**config.mk**
```make
export PLATFORM = sky130hd
export DESIGN_NAME = timer_countdown
export DESIGN_NICKNAME = d
export VERILOG_FILES = /design/src/rtl/timer_countdown_pkg.sv /design/src/rtl/timer_countdown_bcd_down_digit.sv /design/src/rtl/timer_countdown.sv
export SDC_FILE = /design/constraint.sdc
export NUM_CORES = 1
export LEC_CHECK = 0
export ABC_AREA = 1
export CAP_MARGIN = 30
export CORE_UTILIZATION = 54
export CTS_CLUSTER_SIZE = 28
export DETAILED_ROUTE_END_ITERATION = 10
export PLACE_DENSITY = 0.87
export SYNTH_ARGS = -nofsm -noshare
export SYNTH_HDL_FRONTEND = slang
export SYNTH_SLANG_ARGS = --single-unit
```
**constraint.sdc**
```tcl
create_clock -name clk -period 1.7 [get_ports clk]
set_input_delay 0.17 -clock clk [delete_from_list [all_inputs] [get_ports clk]]
set_output_delay 0.17 -clock clk [all_outputs]
set_load 0.05 [all_outputs]
```
**src/rtl/timer_countdown_pkg.sv**
```systemverilog
// Shared definitions for the microwave cook timer: controller states,
// BCD digit limits and a small digit-validity helper.
package timer_countdown_pkg;

  // Controller states. The state is kept for sequencing and observability;
  // the datapath enables are derived directly from the inputs and the count.
  typedef enum logic [2:0] {
    IDLE  = 3'd0,
    LOAD  = 3'd1,
    RUN   = 3'd2,
    PAUSE = 3'd3,
    DONE  = 3'd4
  } state_t;

  // Largest legal BCD digit; also the wrap value of every "ones" digit.
  localparam logic [3:0] BCD_MAX = 4'd9;

  // Seconds-tens wraps to 5 on a borrow so that x:00 becomes (x-1):59.
  localparam logic [3:0] SEC_TENS_WRAP = 4'd5;

  // True for the keypad codes 0-9; codes 10-15 are not digits.
  function automatic logic is_bcd_digit(input logic [3:0] d);
    return (d <= BCD_MAX);
  endfunction

endpackage

```
**src/rtl/timer_countdown_bcd_down_digit.sv**
```systemverilog
// One BCD down-counting digit of the MM:SS register. It can be cleared,
// parallel-loaded (used for the keypad shift) or decremented by one. On a
// decrement from 0 it wraps to WRAP and reports a borrow to the next digit.
module bcd_down_digit
  import timer_countdown_pkg::*;
#(
  parameter logic [3:0] WRAP = BCD_MAX
) (
  input  logic       clk,
  input  logic       resetn,
  input  logic       clr,
  input  logic       load,
  input  logic [3:0] load_val,
  input  logic       dec_in,
  output logic [3:0] q,
  output logic       borrow_out
);

  // Digit register: clear beats load, load beats decrement.
  always_ff @(posedge clk or negedge resetn) begin
    if (!resetn) begin
      q <= 4'd0;
    end else if (clr) begin
      q <= 4'd0;
    end else if (load) begin
      q <= load_val;
    end else if (dec_in) begin
      if (q == 4'd0) begin
        q <= WRAP;
      end else begin
        q <= q - 4'd1;
      end
    end
  end

  // A decrement that finds this digit at zero must borrow from the next one.
  assign borrow_out = dec_in & (q == 4'd0);

endmodule

```
**src/rtl/timer_countdown.sv**
```systemverilog
// Microwave cook timer. Keypad digits shift into a four-digit BCD MM:SS
// register while the magnetron is off; while it is on the register counts
// down once per second. timer_done tells the magnetron control to stop.
module timer_countdown
  import timer_countdown_pkg::*;
#(
  parameter int unsigned CLK_PER_SEC = 100
) (
  input  logic       clk,
  input  logic       resetn,
  input  logic       clearn,
  input  logic       key_valid,
  input  logic [3:0] key_digit,
  input  logic       mag_on,
  output logic [3:0] min_tens,
  output logic [3:0] min_ones,
  output logic [3:0] sec_tens,
  output logic [3:0] sec_ones,
  output logic       timer_done
);

  localparam int unsigned PW = $clog2(CLK_PER_SEC);
  localparam logic [PW-1:0] PRESC_LAST = PW'(CLK_PER_SEC - 1);

  state_t        state;
  logic [PW-1:0] presc;

  logic key_accept;
  logic key_load;
  logic count_zero;
  logic count_nz;
  logic last_second;
  logic tick;
  logic next_zero;
  logic digit_clr;

  logic borrow_sec_ones;
  logic borrow_sec_tens;
  logic borrow_min_ones;
  logic borrow_min_tens;

  // A key is only taken with the magnetron off and a real digit on the bus;
  // the clear input overrides it.
  assign key_accept = ~mag_on & key_valid & is_bcd_digit(key_digit);
  assign key_load   = clearn & key_accept;

  assign count_zero  = ({min_tens, min_ones, sec_tens, sec_ones} == 16'h0000);
  assign count_nz    = ~count_zero;
  assign last_second = ({min_tens, min_ones, sec_tens} == 12'h000) &&
                       (sec_ones == 4'd1);

  // The one-second tick fires on the wrap of the prescaler, only while
  // heating with time left, and never in a cycle that is being cleared.
  assign tick = clearn & mag_on & count_nz & (presc == PRESC_LAST);

  // The tick gating already stops the count at 00:00; the top borrow is a
  // guard that forces zero instead of wrapping to 99:59 should it ever occur.
  assign digit_clr = ~clearn | borrow_min_tens;

  // Zero-ness of the count as it will be after this clock edge, so that
  // timer_done can be registered without an extra cycle of latency.
  always_comb begin
    next_zero = count_zero;
    if (!clearn) begin
      next_zero = 1'b1;
    end else if (key_accept) begin
      next_zero = ({min_ones, sec_tens, sec_ones, key_digit} == 16'h0000);
    end else if (tick) begin
      next_zero = last_second;
    end
  end

  bcd_down_digit #(.WRAP(BCD_MAX)) u_sec_ones (
    .clk        (clk),
    .resetn     (resetn),
    .clr        (digit_clr),
    .load       (key_load),
    .load_val   (key_digit),
    .dec_in     (tick),
    .q          (sec_ones),
    .borrow_out (borrow_sec_ones)
  );

  bcd_down_digit #(.WRAP(SEC_TENS_WRAP)) u_sec_tens (
    .clk        (clk),
    .resetn     (resetn),
    .clr        (digit_clr),
    .load       (key_load),
    .load_val   (sec_ones),
    .dec_in     (borrow_sec_ones),
    .q          (sec_tens),
    .borrow_out (borrow_sec_tens)
  );

  bcd_down_digit #(.WRAP(BCD_MAX)) u_min_ones (
    .clk        (clk),
    .resetn     (resetn),
    .clr        (digit_clr),
    .load       (key_load),
    .load_val   (sec_tens),
    .dec_in     (borrow_sec_tens),
    .q          (min_ones),
    .borrow_out (borrow_min_ones)
  );

  bcd_down_digit #(.WRAP(BCD_MAX)) u_min_tens (
    .clk        (clk),
    .resetn     (resetn),
    .clr        (digit_clr),
    .load       (key_load),
    .load_val   (min_ones),
    .dec_in     (borrow_min_ones),
    .q          (min_tens),
    .borrow_out (borrow_min_tens)
  );

  // Prescaler: restarts on clear or a new key, holds while paused so a
  // resume keeps the partial second, and wraps in the cycle it ticks.
  always_ff @(posedge clk or negedge resetn) begin
    if (!resetn) begin
      presc <= '0;
    end else if (!clearn || key_accept) begin
      presc <= '0;
    end else if (mag_on && count_nz) begin
      if (presc == PRESC_LAST) begin
        presc <= '0;
      end else begin
        presc <= presc + 1'b1;
      end
    end
  end

  // Registered done flag, updated on the same edge as the count.
  always_ff @(posedge clk or negedge resetn) begin
    if (!resetn) begin
      timer_done <= 1'b1;
    end else begin
      timer_done <= next_zero;
    end
  end

  // Controller sequencing: entry, running, paused and finished phases.
  always_ff @(posedge clk or negedge resetn) begin
    if (!resetn) begin
      state <= IDLE;
    end else if (!clearn) begin
      state <= IDLE;
    end else begin
      case (state)
        IDLE: begin
          if (key_load) state <= LOAD;
        end
        LOAD: begin
          if (mag_on && count_nz) state <= RUN;
        end
        RUN: begin
          if (next_zero) begin
            state <= DONE;
          end else if (!mag_on) begin
            state <= PAUSE;
          end
        end
        PAUSE: begin
          if (mag_on) state <= RUN;
        end
        DONE: begin
          if (key_load) state <= LOAD;
        end
        default: state <= IDLE;
      endcase
    end
  end

endmodule

```
Word-level counts from Yosys, hierarchy flattened

Cells that the tools add are included.

$add $sub $neg: 5
Magnitude comparators: 1
Equality and inequality tests: 2
Mux-type cells: 22
Bitwise logic cells: 14
Reduce and logical (&&, ||, !) cells: 16

Operator list:

| operator                                                               | number |
|---|---|
| 4-bit two-way mux                                                      | 16 |
| 16-bit logical NOT                                                     | 2 |
| 7-bit two-way mux                                                      | 3 |
| 4-bit logical NOT                                                      | 4 |
| 4-bit by 1-bit subtractor with 4-bit output (second input constant)    | 4 |
| 12-bit logical NOT                                                     | 1 |
| 3-bit nonzero test                                                     | 4 |
| 1-bit bitwise AND                                                      | 10 |
| 7-bit by 1-bit adder with 7-bit output (second input constant)         | 1 |
| 7-bit equality test (second input constant)                            | 1 |
| 4-bit by 1-bit equality test with 1-bit output (second input constant) | 1 |
| 4-bit <= comparator (second input constant)                            | 1 |
| 1-bit two-way mux                                                      | 3 |
| 1-bit inverter                                                         | 3 |
| 1-bit logical AND                                                      | 2 |
| 2-bit nonzero test                                                     | 1 |
| 1-bit logical NOT                                                      | 1 |
| 1-bit logical OR                                                       | 1 |
| 1-bit OR                                                               | 1 |

Register bits after elaboration: 24
Bits of input ports: 9
Output and inout port bits: 17
Word-level logic and storage cells: 66

Logic depth before layout (Yosys ltp)

Gate-level depths: netlist of run 1.

Depth in word-level cells: 10
Mapped depth: 10
Depth with buffers taken out: 10

By module

From an unflattened synthesis of run 1, not the netlist that was laid out.

Cell total of the unflattened synthesis: 290
Area, all modules: 1798.0 um^2

Modules (own cells, without submodules):

| module                          | times used | cells an instance | area each (um^2) |
|---|---|---|---|
| bcd_down_digit (u_min_ones ...) | 3          | 44                | 271.5 |
| timer_countdown                 | 1          | 111               | 709.4 |
| bcd_down_digit (u_sec_tens)     | 1          | 47                | 274.0 |

Worst setup path after synthesis of run 1

OpenSTA, ideal clock, no wires.

Path kind: reg-to-reg
Start point: reg u_sec_ones.q[0]
End point: reg u_sec_tens.q[0]
Data arrival time: 1542 ps
Required time: 1580 ps
Path slack: 38 ps
Cell stages (with the launch flop): 10
Path buffers: 1
Path through: dfrtp_1 > nor2_2 > nand2_2 > nor2_4 > nand2_2 > nand4_1 > nand2_2 > buf_6 > nand2_1 > o21ai_2

Word-level cells in the longest chain between the ends: 10
Elaborated cells between the ends (all ways): 13
Those cells by class: 2 x mux; 8 x bitwise; 3 x reduce/logical

Ends and longest elaborated chain:

| element                                                                  | RTL line                             | source |
|---|---|---|
| start: declaration                                                       | timer_countdown_bcd_down_digit.sv:15 | `output logic [3:0] q,` |
| start signal: assignment                                                 | timer_countdown_bcd_down_digit.sv:26 | `q <= load_val;` |
| start signal: assignment                                                 | timer_countdown_bcd_down_digit.sv:31 | `q <= q - 4'd1;` |
| 16-bit logical NOT                                                       | timer_countdown.sv:47                | `assign count_zero = ({min_tens, min_ones, sec_tens, sec_ones} == 16'h0000);` |
| 1-bit inverter                                                           | timer_countdown.sv:48                | `assign count_nz = ~count_zero;` |
| 1-bit bitwise AND (2 in a row)                                           | timer_countdown.sv:54                | `assign tick = clearn & mag_on & count_nz & (presc == PRESC_LAST);` |
| 1-bit bitwise AND (4 in a row)                                           | timer_countdown_bcd_down_digit.sv:37 | `assign borrow_out = dec_in & (q == 4'd0);` |
| 1-bit OR                                                                 | timer_countdown.sv:58                | `assign digit_clr = ~clearn \| borrow_min_tens;` |
| 3-bit nonzero test (no line) / 4-bit two-way mux (equally long branches) | --                                   |  |
| end signal: assignment                                                   | timer_countdown_bcd_down_digit.sv:26 |  |
| end signal: assignment                                                   | timer_countdown_bcd_down_digit.sv:31 |  |
| end: declaration                                                         | timer_countdown_bcd_down_digit.sv:15 |  |

Parallel ways exist; a longest one is shown, timed or not.
A chain may end at the register's enable or synchronous reset.

Worst setup path in the final report of run 1

Start point: reg u_min_ones.q[1]
End point: reg u_min_ones.q[0]

Word-level cells in the longest chain between the ends: 10
Elaborated cells between the ends (all ways): 15
Those cells by class: 4 x mux; 8 x bitwise; 3 x reduce/logical

Ends and longest elaborated chain:

| element                                                                  | RTL line |
|---|---|
| start: declaration                                                       | timer_countdown_bcd_down_digit.sv:15 |
| start signal: assignment                                                 | timer_countdown_bcd_down_digit.sv:26 |
| start signal: assignment                                                 | timer_countdown_bcd_down_digit.sv:31 |
| 16-bit logical NOT                                                       | timer_countdown.sv:47 |
| 1-bit inverter                                                           | timer_countdown.sv:48 |
| 1-bit bitwise AND (2 in a row)                                           | timer_countdown.sv:54 |
| 1-bit bitwise AND (4 in a row)                                           | timer_countdown_bcd_down_digit.sv:37 |
| 1-bit OR                                                                 | timer_countdown.sv:58 |
| 3-bit nonzero test (no line) / 4-bit two-way mux (equally long branches) | -- |

Parallel ways exist; a longest one is shown, timed or not. The select of a mux whose other input is x is not followed.

==> out/metrics.csv, run 1 <==
stage,metric,value,unit
synth,synth_largest_area_cell,dfrtp_1,
synth,ys_types,28,
synth,synth_top_area_share,34.3,%
clocking,clk_pin_slew,140,ps
placed_design,io_buffers,25,
critical_path,critPathMaxFanout,6,
detailed_routing,wl_met3,311,um
synth,yosys-top-cells-area,"dfrtp_1, nand2_1, nand3_1",
floorplanning,design.die.area,3330,sq um
synth,yosys_warnings,0,
placed_design,place.gp.congestion,0.916,
critical_path,crit_type,flop to flop,
cells_and_area,multiInputGateArea,946,sq um
synth,yosysSeqAreaShare,35.9,%
grt,grt_pass1_wl,6.84,mm
pwr,combPwrFrac,55.9,%
floorplanning,die_y,57.7,um
timing,hold_viol,0,
timing,finalSetupViolations,0,
pwr,p_seq_share,31.2,%
synth,syn-cell-area,1680,sq um
pwr,p_per_area,1150,nW/um^2
cells_and_area,nFillCells,218,
floorplanning,pin_count,26,
cells_and_area,antenna_cells,0,
timing,finalMaxSlewViolations,0,
critical_path,cp.arrival,1900,ps
cells_and_area,final_util,75.8,%
floorplanning,rows,19,
detailed_routing,wl_met2,2.16,mm
pwr,peakVddDrop,0.917,mV
floorplanning,core_area,2850,sq um
critical_path,reg2reg_to,u_min_ones.q[0]$_DFFE_PN0P_,
grt,grt_pass1_vias,1609,
critical_path,crit_path_start_kind,flop,
synth,synth_compound_area_share,16.7,%
critical_path,worstRegToRegCells,9,
synth,avgSynthCellArea,7.35,sq um
placed_design,dpl.hpwl,3.15,mm
grt,antenna_found_initial,0,
clocking,ctsHtreeMaxLevel,1,
detailed_routing,top_layer,met4,
clocking,ctsHoldBuffers,0,
pwr,p_clk_share,12.8,%
cells_and_area,nets,292,
floorplanning,start_util,58.8,%
timing,fin_crit_sh,97.2,%
detailed_routing,wl_met1,1.97,mm
grt,grtUsageTotal,26.4,%
synth,muxShareOfSynthArea,0,%
critical_path,r2r_slack,50,ps
pwr,swShare,48.1,%
detailed_routing,drc,0,
timing,fmax,605,MHz
critical_path,critPathCaptureType,flop,
timing,period_needed,1650,ps
clocking,cts_tree,done,
grt,overflow,0,
clocking,cts_buffers,3,
cells_and_area,drive_gt1_share,30.6,%
grt,grt_max_degree,25,
cells_and_area,area_delta_synth_final,29.0,%
floorplanning,die_w,57.7,um
synth,synth_xor_area_share,1.57,%
flow_run,max_cap_viol_count,0,
clocking,clockBufferDepth,2,
synth,ys_ff_latch,24,
detailed_routing,drtIter0Drc,97,
detailed_routing,vias,1750,
synth,synth_adder_area_share,0.746,%
clocking,clkSinkCount,24,
synth,yosys.area_share.simple,35.8,%
pwr,power,2.48,mW
clocking,clk_latency,330,ps
synth,synth_cells,228,
critical_path,reg2reg_from,u_min_ones.q[1]$_DFFE_PN0P_,
cells_and_area,seq_area,603,sq um
timing,tightest_slew,398,ps
pwr,power.internal,1.29,mW
outcome,status,"complete, no violations",
detailed_routing,totalWireLength,4.53,mm
detailed_routing,wire_per_inst,14.5,um
synth,synth_top_family_by_area,simple AND/OR/NAND/NOR gates,
timing,slew_headroom,73.4,%
pwr,power_switching,1.19,mW
cells_and_area,fin_cells,312,
hold_path,min_path_type,input port to asynchronous set/reset pin,
detailed_routing,viasPerCell,5.61,
detailed_routing,postRouteAntennaNets,0,
synth,postSynthNetCount,238,
clocking,cts_root_buffer,clkbuf_4,
placed_design,dp.cells,304,
timing,skew,9.07,ps
detailed_routing,drtPass1Iterations,4,
critical_path,cp.required,1950,ps
pwr,leakagePower,1.07,nW
-- final cells by class --
type / count / share of cell area [%]
Multi-Input combinational cell: 173 / 43.8
Tap cell: 31 / 1.79
Sequential cell: 24 / 27.9
Inverter: 26 / 4.63
Clock buffer: 4 / 1.68
Timing Repair Buffer: 54 / 20.3
-- cells in the final DEF, fill, tap and decap left out, types with 7 or more instances in the layout --
cell / netlist / routed
a21oi_1: 8 / 8
buf_4: 0 / 45
clkdlybuf4s50_1: 0 / 8
dfrtp_1: 23 / 22
inv_1: 24 / 24
nand2_1: 58 / 57
nand3_1: 18 / 18
nand4_1: 7 / 7
nor2_1: 21 / 17
nor2_2: 3 / 7
o21ai_0: 17 / 17
-- power by group through the flow --
stage | clock network (mW) | logic [mW] | registers (mW)
finish | 0.318 | 1.39 | 0.774
global route | 0.352 | 1.49 | 0.788
CTS | 0.315 | 1.35 | 0.763
detailed placement | 0 | 1.34 | 0.774
global placement | 0 | 1.31 | 0.769
floorplan | 0 | 0.558 | 1.10
-- cells by family (layout without fill, tap and decap cells) --
family	Yosys count	after routing
fa+ha+maj	1	1
simple gates	123	124
flops	24	24
buf+inv	32	84
compound gates	45	45
xor+xnor	3	3
-- synthesized netlist by cell type (all sizes together) --
cell type,count
xor2,3
dfrtp,23
nand3b,1
a21oi,8
buf,6
a31oi,2
nor3,2
inv,26
o22ai,5
dfstp,1
ha,1
nand4,7
nand2,66
nand3,18
a21boi,1
nor2,29
o21ai,25
a22oi,3
o211ai,1
-- stage by stage --
step | hold WS [ps] | instance area [sq um] | setup TNS [ps] | setup WS (ps)
after floorplan | -126 | 1680 | 0 | 38.1
after global placement | 516 | 2080 | 0 | 15.1
after detailed placement | 530 | 2080 | -151 | -31.5
after CTS | 199 | 2110 | 0 | 45.3
after global routing | 194 | 2160 | -114 | -23.1
final | 182 | 2160 | 0 | 48.4
-- per-layer routing --
layer  GRT usage [%]  vias up
met5               0        -
met4            7.14        0
met3            2.01        9
met2            45.0       71
met1            36.5      810
li1                -      860
-- how the worst max path moves through the flow --
stage                                start  slack, ps                          end  cells past startpoint
2_1_floorplan  u_sec_ones.q[0]$_DFFE_PN0P_         40  u_sec_tens.q[0]$_DFFE_PN0P_                      9
3_3_place_gp                        clearn         20  u_min_ones.q[0]$_DFFE_PN0P_                      8
3_5_place_dp                        clearn        -30  u_min_tens.q[3]$_DFFE_PN0P_                      7
4_1_cts               presc[0]$_DFFE_PN0P_         50  u_min_ones.q[2]$_DFFE_PN0P_                     10
5_1_grt               presc[0]$_DFFE_PN0P_        -20  u_min_tens.q[3]$_DFFE_PN0P_                      9
6_report       u_min_ones.q[1]$_DFFE_PN0P_         50  u_min_ones.q[0]$_DFFE_PN0P_                      9
-- critical path, stage by stage, from the launching register on --
cell and delay, ps:
dfrtp_2 480, nor2_4 170, nand2_1 140, nor2_4 110
nand2_2 90, nand4_1 170, buf_4 150, nand2_2 80
nand3_1 90, nand2_1 60
-- what timing repair did --
action	4_1_cts	5_1_grt
setup buffers	0	3
setup endpoints to repair	0	11
gates resized for setup	0	8
-- sequential cells by signal, summed over array words and instances, names as in the netlist --
signal	count
u_sec_ones.q	4
timer_done	1
u_min_tens.q	4
u_sec_tens.q	4
u_min_ones.q	4
presc	7
Power figures use the tool's default switching activity.
==> run 2, diff against run 1 <==
Settings changed: CAP_MARGIN 30 to unset.
==> results of run 2 <==
Same layout as run 1: the final DEF is identical, and so are final timing and power.
==> run 3, diff against run 2 <==
Settings changed: CORE_ASPECT_RATIO set to 1.25.
==> run 3 against run 2 <==
Worst setup slack lost 24 ps; global-route usage grew 2.2 points; register-to-register slack lost 20 ps; flip-flop and latch count is the same; clock skew grew 2.0 ps; cell area grew 3.6%; total power grew 10%.
==> out/metrics.csv, run 3 (synthesis gave the netlist of run 1 again) <==
stage,metric,value,unit
timing,finalMaxSlewViolations,0,
cells_and_area,drive_gt1_share,34.2,%
detailed_routing,wl_met1,1.90,mm
detailed_routing,drc,0,
critical_path,reg2reg_to,u_sec_tens.q[0]$_DFFE_PN0P_,
clocking,clk_pin_slew,150,ps
placed_design,io_buffers,25,
grt,grt_pass1_wl,7.17,mm
critical_path,crit_type,flop to flop,
timing,fin_crit_sh,98.6,%
timing,tightest_slew,328,ps
placed_design,dpl_worst_slack,-38.9,ps
detailed_routing,wire_per_inst,14.7,um
grt,grt_pass1_vias,1712,
pwr,power,2.73,mW
detailed_routing,drtPass1Iterations,4,
critical_path,crit_chain,"nor2_4, nand2_2, nor2_4, nand2_4, nand4_1, nand2_2, buf_4, o21ai_2",
timing,finalSetupViolations,0,
critical_path,cp_num_buf_inv,1,
placed_design,dpl.hpwl,3.13,mm
clocking,cts_root_buffer,clkbuf_4,
critical_path,r2r_slack,20,ps
detailed_routing,viasPerCell,5.65,
detailed_routing,totalWireLength,4.70,mm
clocking,cts_buffers,3,
cells_and_area,nFillCells,204,
placed_design,place.gp.congestion,0.908,
cells_and_area,nets,295,
cells_and_area,final_cell_mix,"nand2_1, buf_4, inv_1",
placed_design,dpl-instance-area,2000,sq um
clocking,ctsHtreeMaxLevel,1,
detailed_routing,postRouteAntennaNets,0,
timing,period_needed,1680,ps
pwr,leakagePower,1.10,nW
outcome,status,"complete, no violations",
floorplanning,die_w,51.8,um
critical_path,crit_path_start_kind,flop,
timing,setup_ws,24.3,ps
timing,hold_viol,0,
cells_and_area,regMostFlops,presc,
floorplanning,start_util,56.9,%
detailed_routing,top_layer,met4,
floorplanning,core_area,2950,sq um
cells_and_area,antenna_cells,0,
critical_path,cp.required,1960,ps
timing,fmax,597,MHz
critical_path,reg2reg_from,u_min_ones.q[1]$_DFFE_PN0P_,
critical_path,cpPeakStageDelay,480,ps
critical_path,path_delay_family,simple AND/OR/NAND/NOR gates,
timing,rsz0062_at_grt,yes,
cells_and_area,area_delta_synth_final,33.6,%
cells_and_area,stdcell_area,2240,sq um
clocking,clkSinkCount,24,
cells_and_area,layout_commonest_cell,nand2_1,
detailed_routing,wl_met2,2.40,mm
timing,skew,11.0,ps
timing,slew_headroom,78.1,%
pwr,peakVddDrop,0.951,mV
timing,whs,180,ps
critical_path,critPathMaxFanout,5,
floorplanning,pin_count,26,
clocking,ctsHoldBuffers,0,
flow_run,max_cap_viol_count,0,
critical_path,worstRegToRegCells,8,
critical_path,cp.arrival,1930,ps
floorplanning,die_y,64.3,um
grt,grt_max_degree,25,
floorplanning,design.die.area,3330,sq um
detailed_routing,wl_met3,167,um
detailed_routing,vias,1808,
cells_and_area,largest_reg_flops,7,
floorplanning,rows,22,
clocking,clockBufferDepth,2,
grt,overflow,0,
detailed_routing,drtIter0Drc,127,
clocking,clk_latency,330,ps
clocking,cts_tree,done,
hold_path,min_path_type,input port to asynchronous set/reset pin,
grt,grtUsageTotal,28.6,%
pwr,p_per_area,1220,nW/um^2
critical_path,critPathCaptureType,flop,
grt,antenna_found_initial,0,
critical_path,crit_slowest_cell,dfrtp_2,
[run 3: cell types whose count changed in the layout (fill, tap and decap cells not counted), moves of 2 or more]
cell / change
nor2_2: -3
dfrtp_1: -5
dfrtp_2: +5
nor2_4: +3
buf_4: +3
nand2_1: -2
[run 3: timing repair]
action	in CTS	in global routing
resized for setup	2	21
cloned	1	0
endpoints found under the setup margin	8	12
pin swaps	2	11
setup buffers	3	12
[run 3: how the worst max path moves through the flow]
stage,from,endpoint,slack [ps],cells past startpoint
final,u_min_ones.q[1]$_DFFE_PN0P_,u_sec_tens.q[0]$_DFFE_PN0P_,20,8
after CTS,presc[0]$_DFFE_PN0P_,u_min_ones.q[2]$_DFFE_PN0P_,30,10
after detailed placement,presc[0]$_DFFE_PN0P_,u_min_ones.q[2]$_DFFE_PN0P_,-40,10
after floorplan,u_sec_ones.q[0]$_DFFE_PN0P_,u_sec_tens.q[0]$_DFFE_PN0P_,40,9
after global placement,clearn,u_min_tens.q[3]$_DFFE_PN0P_,20,8
after global routing,presc[1]$_DFFE_PN0P_,u_min_ones.q[2]$_DFFE_PN0P_,-40,10
[run 3: cell type report]
| type | instances | area [sq um] | share of cell area [%] |
|---|---|---|---|
| inverter | 26 | 100 | 4.47 |
| clock inverter | 1 | 30.0 | 1.34 |
| timing repair buffer | 57 | 452 | 20.2 |
| tap | 36 | 45.0 | 2.01 |
| clock buffer | 3 | 22.5 | 1.01 |
| multi-input combinational | 173 | 981 | 43.8 |
| sequential | 24 | 609 | 27.2 |
[run 3: routing by layer]
layer,vias to the layer above,global-route usage (%)
li1,867,-
met3,26,2.86
met2,70,50.3
met5,-,0
met4,0,14.2
met1,845,33.1
[run 3: per-stage QoR]
| stage | setup TNS (ps) | std cells | util (%) |
|---|---|---|---|
| final | 0 | 320 | 76.0 |
| after detailed placement | -99.8 | 300 | 68.0 |
| after global routing | -239 | 320 | 76.0 |
| after floorplan | 0 | 228 | - |
| after CTS | 0 | 308 | 70.8 |
| after global placement | 0 | 300 | 68.0 |
[run 3: worst reg2reg max path, delay by kind of cell, from the launching register on]
kind	cells	cell delay, ps
simple gates	6	820
flops	1	480
buf+inv	1	190
compound gates	1	110
[run 3: where the power goes]
group	total, mW	internal, mW	switching (mW)	leakage, nW
clock network	0.433	0.239	0.194	0.0279
logic	1.51	0.569	0.940	0.762
registers	0.788	0.673	0.115	0.310
